### config.mk
export PLATFORM = sky130hd
export DESIGN_NAME = rv32_pipe_stage_buf
export DESIGN_NICKNAME = d
export VERILOG_FILES = /design/src/rtl/rv32_pipe_stage_buf.sv
export SDC_FILE = /design/constraint.sdc
export NUM_CORES = 1
export LEC_CHECK = 0
export CAP_MARGIN = 40
export CORE_ASPECT_RATIO = 0.75
export CORE_UTILIZATION = 55
export DETAILED_ROUTE_END_ITERATION = 6
export PLACE_DENSITY = 0.93
export SLEW_MARGIN = 25
export SYNTH_ARGS = -nofsm -noshare
export SYNTH_HDL_FRONTEND = slang
export SYNTH_SLANG_ARGS = --single-unit
### constraint.sdc
create_clock -name clk -period 5.15 [get_ports clk]
set_clock_uncertainty 0.15 [all_clocks]
set_input_delay 1.03 -clock clk [delete_from_list [all_inputs] [get_ports clk]]
set_output_delay 1.03 -clock clk [all_outputs]
set_load 0.05 [all_outputs]
### src/rtl/rv32_pipe_stage_buf.sv
// Generic handshaked rv32 inter-stage register: payload + code/rd/ctrl/halt,
// optional two-entry skid buffer, flush-to-bubble and a saturating stall counter.
module rv32_pipe_stage_buf #(
  parameter int unsigned DATA_W   = 128,
  parameter int unsigned CTRL_W   = 3,
  parameter int unsigned RD_W     = 5,
  parameter logic [31:0] NOP_CODE = 32'h00000013,
  parameter logic        HLT_RST  = 1'b1,
  parameter int unsigned SKID     = 1,
  parameter int unsigned CNT_W    = 16
) (
  input  logic              clk,
  input  logic              rst_n,
  input  logic              valid_in,
  output logic              ready_out,
  input  logic [DATA_W-1:0] data_in,
  input  logic [CTRL_W-1:0] ctrl_in,
  input  logic [RD_W-1:0]   rd_in,
  input  logic              hlt_in,
  input  logic [31:0]       code_in,
  output logic              valid_out,
  input  logic              ready_in,
  output logic [DATA_W-1:0] data_out,
  output logic [CTRL_W-1:0] ctrl_out,
  output logic [RD_W-1:0]   rd_out,
  output logic              hlt_out,
  output logic [31:0]       code_out,
  input  logic              flush,
  output logic [CNT_W-1:0]  stall_cnt,
  input  logic              stall_clr
);

  typedef struct packed {
    logic [DATA_W-1:0] data;
    logic [CTRL_W-1:0] ctrl;
    logic [RD_W-1:0]   rd;
    logic              hlt;
    logic [31:0]       code;
  } beat_t;

  typedef enum logic [1:0] {
    EMPTY = 2'd0,
    ONE   = 2'd1,
    TWO   = 2'd2
  } state_t;

  state_t           state_q, state_d;
  beat_t            head_q, head_d, skid_q, skid_d, beat_in;
  logic             rdy_q, rdy_d;
  logic             rst_bubble_q, rst_bubble_d;
  logic             accept, retire;
  logic [CNT_W-1:0] cnt_q;

  assign beat_in = '{data: data_in, ctrl: ctrl_in, rd: rd_in, hlt: hlt_in, code: code_in};

  assign valid_out = (state_q != EMPTY);
  // Skid mode breaks the ready_in -> ready_out path through a register.
  assign ready_out = (SKID != 0) ? rdy_q : (!valid_out || ready_in);

  assign accept = valid_in && ready_out;
  assign retire = valid_out && ready_in;

  always_comb begin
    state_d      = state_q;
    head_d       = head_q;
    skid_d       = skid_q;
    rst_bubble_d = rst_bubble_q;
    if (flush) begin
      state_d      = EMPTY;
      rst_bubble_d = 1'b0;
    end else begin
      if (accept) rst_bubble_d = 1'b0;
      unique case (state_q)
        EMPTY: begin
          if (accept) begin
            head_d  = beat_in;
            state_d = ONE;
          end
        end
        ONE: begin
          if (accept && retire) begin
            head_d = beat_in;
          end else if (accept) begin
            skid_d  = beat_in;
            state_d = TWO;
          end else if (retire) begin
            state_d = EMPTY;
          end
        end
        TWO: begin
          if (retire) begin
            head_d  = skid_q;
            state_d = ONE;
          end
        end
        default: state_d = EMPTY;
      endcase
    end
    rdy_d = (state_d != TWO);
  end

  always_ff @(posedge clk or negedge rst_n) begin
    if (!rst_n) begin
      state_q      <= EMPTY;
      head_q       <= '0;
      skid_q       <= '0;
      rdy_q        <= 1'b1;
      rst_bubble_q <= 1'b1;
    end else begin
      state_q      <= state_d;
      head_q       <= head_d;
      skid_q       <= skid_d;
      rdy_q        <= rdy_d;
      rst_bubble_q <= rst_bubble_d;
    end
  end

  always_ff @(posedge clk or negedge rst_n) begin
    if (!rst_n) begin
      cnt_q <= '0;
    end else if (stall_clr) begin
      cnt_q <= '0;
    end else if (valid_out && !ready_in && (cnt_q != '1)) begin
      cnt_q <= cnt_q + CNT_W'(1);
    end
  end

  assign stall_cnt = cnt_q;

  // Bubbles present a NOP; halt shows HLT_RST only until the first real beat or flush.
  assign data_out = valid_out ? head_q.data : '0;
  assign ctrl_out = valid_out ? head_q.ctrl : '0;
  assign rd_out   = valid_out ? head_q.rd   : '0;
  assign code_out = valid_out ? head_q.code : NOP_CODE;
  assign hlt_out  = valid_out ? head_q.hlt  : (rst_bubble_q ? HLT_RST : 1'b0);

endmodule

==> results of run 1 <==
[synthesized netlist by cell type, drive strengths merged, types with 5 or more instances]
master / number
and2: 168
mux2: 512
nor2b: 5
nand2: 10
clkbuf: 30
o31ai: 5
nand3: 8
nor3: 8
dfrtp: 356
buf: 50
a21oi: 9
nor2: 8
[routing by layer]
metal	share of wire, %	wire length [microns]	global-route usage [%]	vias up
met5	0	0	0	-
met4	3.5	1400	10.1	0
met3	6.5	2620	6.50	87
met2	48	19300	42.7	332
met1	42	17200	34.3	5517
li1	-	-	-	4947
[power groups by stage]
stage	clock network [mW]	logic [mW]	registers, mW
2_1_floorplan	0	1.52	3.76
3_3_place_gp	0	2.10	3.86
3_5_place_dp	0	2.17	3.92
4_1_cts	2.72	2.20	3.89
5_1_grt	2.83	2.31	3.98
6_report	2.66	2.17	3.90
[cell families (layout without fill, tap and decap cells)]
logic type	after synthesis	after routing	synth area share (%)
compound gates	29	29	1.26
mux	512	512	34.3
fa+ha+maj	1	1	0.0744
buf+inv	82	438	2.49
simple gates	235	235	8.59
flops	358	358	53.3
other cells	0	2	0
[path summary, 6_finish.rpt]
check	start	end	slack, ps	cells after the start
max	state_q[0]	data_out[8]	960	4
min	head_q[3]	head_q[3]	330	1
max reg2reg	ready_out	skid_q[126]	2620	4
min reg2reg	head_q[3]	head_q[3]	330	1
max in group asynchronous	rst_n	ready_out	3340	2
min in group asynchronous	rst_n	head_q[81]	430	1
[state kept, by name (all words and copies together) (netlist names)]
register,flops
head_q,169
stall_cnt,16
rst_bubble_q,1
state_q,2
skid_q,169
ready_out,1
[final cells by class]
type / instances / area, sq um / share of cell area [%]
Sequential cell: 358 / 8960 / 40.9
Multi-Input combinational cell: 777 / 7450 / 34.0
Timing Repair Buffer: 377 / 3830 / 17.5
Clock buffer: 49 / 1020 / 4.66
Tap cell: 399 / 499 / 2.28
Clock inverter: 10 / 153 / 0.696
Inverter: 2 / 7.51 / 0.0342
Antenna cell: 2 / 5.00 / 0.0228
[stage by stage]
step                      power, mW  hold slack [ps]  utilization, %  std cells
after floorplan                5.28              298               -       1217
after detailed placement       6.09              317            68.8       1913
after CTS                      8.80              331            72.7       1972
final                          8.73              327            72.7       1974
after global routing           9.11              353            72.7       1973
after global placement         5.96              310            68.8       1913
==> key figures, run 1 <==
Status
  • Status: finished, final reports clean

Power
  • Pwr Density: ~400 nW/um^2
  • VDD IR max: 0.273 mV
  • Switching Share: 29.3%
  • P_int: 6.17 mW
  • Sequential share of power: 44.6%
  • Clock network fraction of total power: 30.5%
  • Leak: approximately 9 nW
  • Net Sw Power: between 2 and 3 mW
  • Comb pwr share: 24.9%

Logic synthesis
  • Ys flop type: dfrtp_1
  • Post-synth EDFFs: 0
  • Mapped Nets: between 1000 and 1500
  • Synth warn: 0
  • Sequential area share after synthesis: approximately 53%
  • Dominant cell type by area after synthesis: dfrtp_1
  • Proportion of synthesized flip-flops having asynchronous set or reset: 100%
  • Cell area after synthesis: 16800 sq um
  • Yosys top cell area share: a little over half
  • FF+latch count, synth: around 360
  • Netlist cell types: 44
  • Syn avg cell area: 13.8 sq um
  • Syn Inst Count: 1217
  • Largest cells by area after synthesis: dfrtp_1 (53%), mux2_2 (31%), and2_1 (6.3%), mux2_1 (3.4%), buf_2 (1.0%)

STA
  • Period minus WS final: between 4000 and 5000 ps
  • Fin crit share: approximately 81%
  • Worst slew pin tran: 903 ps
  • RSZ-0062 raised after global routing: no
  • Hold violation count in the final report: 0
  • Setup Viol. Count Final: 0
  • Setup ws final: 962 ps
  • Setup TNS: 0 ps
  • Max Freq: 0.239 GHz
  • Relative slew slack: 39.8%
  • Final Max Slew Viols: 0

Finish
  • Layout cell share with drive strength beyond 1: between 30% and 40%
  • Commonest non-fill, non-tap cells in the layout: mux2_2 (461), clkdlybuf4s50_1 (360), dfrtp_1 (356)
  • FILL cells: around 1900
  • Fin area: 21900 sq um
  • Most common cell after layout, fill and taps aside: mux2_2
  • Area Overhead vs Synth: 30.4%
  • Net count reported at finish: ~1700

Detailed routing
  • WL final: just over 40000 microns
  • Total number of vias: 10900
  • DR pass1 iterations: 5
  • Remaining antenna violation count: 0
  • Initial DRC Count: 671
  • Avg WL per Cell: 20.5 microns
  • Via-to-Cell Ratio: 5.51
  • DRC viols: 0

Placed design
  • Routability cong.: 0.846
  • Buffers on Ports: 361
  • Post-DP Area: roughly 21000 sq um
  • Worst slack at placement: 1550 ps
  • DP HPWL: 25800 microns

Hold path
  • Hold crit path type: flop to flop

Setup path
  • Max incr delay on CP: ~840 ps
  • Crit. End Element: output port
  • Cells along the critical path: or2_4, buf_12, and2_1, clkdlybuf4s50_1
  • Slowest CP cell: clkdlybuf4s50_1
  • CP top delay family: buffers and inverters
  • Arrival @ worst endpoint: roughly 3000 ps
  • Startpoint types: flop
  • Critical Path RT: 3970 ps
  • WS Path Type: flop to output port
  • Critical path peak fanout: 90
  • Bufs and invs on worst path: 2

Die
  • Die Y: approximately 150 microns
  • IO Pins: 362
  • Die width: 204 microns
  • # rows: 55
  • Total Die Area: 31300 sq um
  • Core region area: 30100 sq um
  • Initial Utilization: between 50 and 60%

Global route
  • First-pass GRT wire length: ~65000 microns
  • Vias in the first global route: 11800
  • GRT overflow: 0
  • GRT Total Usage: between 20% and 30%
  • Initial antenna violation count: 3
  • Largest net degree at the start of global routing: 119

Clock network
  • Clock Root Buffer: clkbuf_16
  • CTS clk-pin slew, worst paths: 70 ps
  • TritonCTS Sinks: 358
  • Post-CTS Hold Buffers: 0
  • Clock Path Buffers: 3
  • CTS buffer count: 36
  • CTS tree: yes
  • Clock latency on the worst-skew pair: 520 ps
  • Post-CTS sizing: 0
  • H-tree depth: 2
  • Number of post-CTS setup repair buffers: 0

Flow run
  • Max Cap Viol: 0
Note: power is estimated with default switching activity, not from simulation.
==> run 2, diff against run 1 <==
--- a/config.mk
+++ b/config.mk
@@ -7,9 +7,9 @@
 export LEC_CHECK = 0
 export CAP_MARGIN = 40
 export CORE_ASPECT_RATIO = 0.75
-export CORE_UTILIZATION = 55
+export CORE_UTILIZATION = 51
 export DETAILED_ROUTE_END_ITERATION = 6
-export PLACE_DENSITY = 0.93
+export PLACE_DENSITY = 0.87
 export SLEW_MARGIN = 25
 export SYNTH_ARGS = -nofsm -noshare
 export SYNTH_HDL_FRONTEND = slang
==> constraint.sdc (replaced) <==
create_clock -name clk -period 3.9 [get_ports clk]
set_clock_uncertainty 0.15 [all_clocks]
set_input_delay 0.78 -clock clk [delete_from_list [all_inputs] [get_ports clk]]
set_output_delay 0.78 -clock clk [all_outputs]
set_load 0.05 [all_outputs]
==> key figures, run 2 (synthesized netlist as in run 1, its figures left out) <==
Setup path
  • Critical path peak fanout: 42 (was 90)
  • Critical Path RT: 2970 ps (was 3970 ps)
  • CP startpoint: state_q[1] (was state_q[0])
  • Startpoint types: flop (unchanged)
  • Critical Path End: data_out[15] (was data_out[8])
  • R2R Path Start: state_q[1] (was ready_out)
  • CP top delay family: buffers and inverters (unchanged)
  • WS Path Type: flop to output port (unchanged)
  • Bufs and invs on worst path: 2 (unchanged)
  • Max incr delay on CP: 820 ps (was 840 ps)
  • Reg2reg path depth: 5 (was 4)
  • R2R Path End: head_q[108] (was skid_q[126])
  • Cells along the critical path: or2_4, buf_4, and2_1, clkdlybuf4s50_1 (was or2_4, buf_12, and2_1, clkdlybuf4s50_1)
  • WP depth: 4 (unchanged)
  • Slowest CP cell: clkdlybuf4s50_1 (unchanged)
  • Crit. End Element: output port (unchanged)
  • Register-to-register path setup slack: 1300 ps (was 2620 ps)
  • Arrival @ worst endpoint: 2860 ps (was 3010 ps)

Placed design
  • Post-DP Area: 20900 sq um (was 20700 sq um)
  • Buffers on Ports: 361 (unchanged)
  • Placed cells: 1964 (was 1913)
  • Routability cong.: 0.823 (was 0.846)
  • Worst slack at placement: 462 ps (was 1550 ps)
  • DP HPWL: 26700 microns (was 25800 microns)

Detailed routing
  • WL final: 40400 microns (was 40600 microns)
  • DR pass1 iterations: 4 (was 5)
  • Remaining antenna violation count: 0 (unchanged)
  • Via-to-Cell Ratio: 5.34 (was 5.51)
  • DRC viols: 0 (unchanged)
  • Avg WL per Cell: 19.9 microns (was 20.5 microns)
  • Total number of vias: 10900 (about the same)
  • Initial DRC Count: 549 (was 671)

STA
  • Fin crit share: 97.1%
  • Relative slew slack: 50.0% (was 39.8%)
  • Period minus WS final: 3790 ps
  • Setup Viol. Count Final: 0 (unchanged)
  • Hold violation count in the final report: 0 (unchanged)
  • Max Freq: 0.264 GHz
  • Final Max Slew Viols: 0 (unchanged)
  • Worst slew pin tran: 745 ps (was 903 ps)
  • Setup ws final: 114 ps (was 962 ps)
  • Setup TNS: 0 ps (unchanged)

Global route
  • Global Route met2 Usage: 39.5% (was 42.7%)
  • Initial antenna violation count: 3 (unchanged)
  • Vias in the first global route: 11800 (about the same)
  • Largest net degree at the start of global routing: 104 (was 119)
  • First-pass GRT wire length: 64400 microns (was 65100 microns)
  • Most Crowded Layer GR: met2 (unchanged)
  • GRT overflow: 0 (unchanged)
  • GRT Total Usage: 24.2% (was 26.4%)
  • GRT met1 Usage: 31.8% (was 34.3%)
  • M3 GR Usage: 6.17% (was 6.50%)

Finish
  • Fin area: 22200 sq um (was 21900 sq um)
  • FILL cells: 2239 (was 1884)
  • Commonest non-fill, non-tap cells in the layout: mux2_2 (461), dfrtp_1 (355), clkdlybuf4s50_1 (353) (was mux2_2 (461), clkdlybuf4s50_1 (360), dfrtp_1 (356))
  • Non-Filler Instances: 2036 (was 1974)
  • Most common cell after layout, fill and taps aside: mux2_2 (unchanged)
  • Layout cell share with drive strength beyond 1: 34.9% (was 34.4%)
  • Net count reported at finish: 1739 (was 1728)
  • Area Overhead vs Synth: 31.8% (was 30.4%)

Hold path
  • Hold crit path type: input port to asynchronous set/reset pin (was flop to flop)

Die
  • Die width: 212 microns (was 204 microns)
  • Initial Utilization: 51.9% (was 55.8%)
  • Total Die Area: 33700 sq um (was 31300 sq um)
  • # rows: 57 (was 55)
  • Core region area: 32400 sq um (was 30100 sq um)
  • IO Pins: 362 (unchanged)
  • Die Y: 159 microns (was 153 microns)

Clock network
  • CTS tree: yes (unchanged)
  • Number of post-CTS setup repair buffers: 0 (unchanged)
  • CTS buffer count: 37 (was 36)
  • Clock Root Buffer: clkbuf_16 (unchanged)
  • H-tree depth: 2 (unchanged)
  • CTS clk-pin slew, worst paths: 60 ps (was 70 ps)
  • TritonCTS Sinks: 358 (unchanged)
  • Clock latency on the worst-skew pair: 520 ps (about the same)
  • Clock Path Buffers: 3 (unchanged)
  • Post-CTS Hold Buffers: 0 (unchanged)

Status
  • Status: finished, final reports clean (unchanged)

Power
  • Total Power: 11.5 mW (was 8.73 mW)
  • VDD IR max: 0.353 mV (was 0.273 mV)
  • Pwr Density: 519 nW/um^2 (was 398 nW/um^2)
  • Leak: 9.28 nW (was 9.08 nW)

Flow run
  • Max Cap Viol: 0 (unchanged)
run 2: changes by cell type in the layout (fill, tap and decap cells not counted), sizes merged:
cell,delta
diode,+1
inv,+2
clkbuf,+8
or2,+2
bufinv,-3
buf,+8
clkdlybuf4s50,-7
clkinv,+1
dlymetal6s2s,+7
run 2: worst min path at each step:
stage | from | to | slack [ps] | cells past startpoint
2_1_floorplan | head_q[4] | head_q[4] | 300 | 1
3_3_place_gp | head_q[2] | head_q[2] | 310 | 1
3_5_place_dp | head_q[69] | head_q[69] | 320 | 1
4_1_cts | rst_n | skid_q[124] | 150 | 1
5_1_grt | rst_n | skid_q[130] | 180 | 1
6_report | rst_n | skid_q[130] | 140 | 1
run 2: per-layer routing:
metal | up-vias | part of all wire, %
li1 | 4972 | -
met1 | 5544 | 43
met2 | 283 | 48
met3 | 70 | 6.5
met4 | 0 | 2.6
met5 | - | 0
run 2: per-stage QoR:
stage	utilization [%]	hold WS [ps]
after floorplan	-	298
after global placement	64.7	310
after detailed placement	64.7	317
after CTS	68.4	146
after global routing	68.4	176
final	68.4	144
run 2: repair_timing:
| action | in CTS | in global routing |
|---|---|---|
| setup endpoints to repair | 73 | 44 |
| gates cloned | 1 | 1 |
| pin swaps | 1 | 1 |
| resized for setup | 1 | 7 |
run 2: final cells by class:
cell class,instances,area [sq um],share of cell area [%]
clock inverter,10,85.1,0.384
inverter,2,7.51,0.0339
multi-input combinational,779,7460,33.7
timing repair buffer,385,3980,18.0
sequential,358,8960,40.4
clock buffer,57,1100,4.98
tap,442,553,2.50
antenna,3,7.51,0.0339
run 2: where the power goes:
group | internal [mW] | switching, mW | total [mW] | leakage [nW]
logic | 1.43 | 1.46 | 2.89 | 4.37
registers | 4.65 | 0.487 | 5.13 | 4.33
clock network | 2.03 | 1.45 | 3.48 | 0.585
total | 8.10 | 3.39 | 11.5 | 9.28
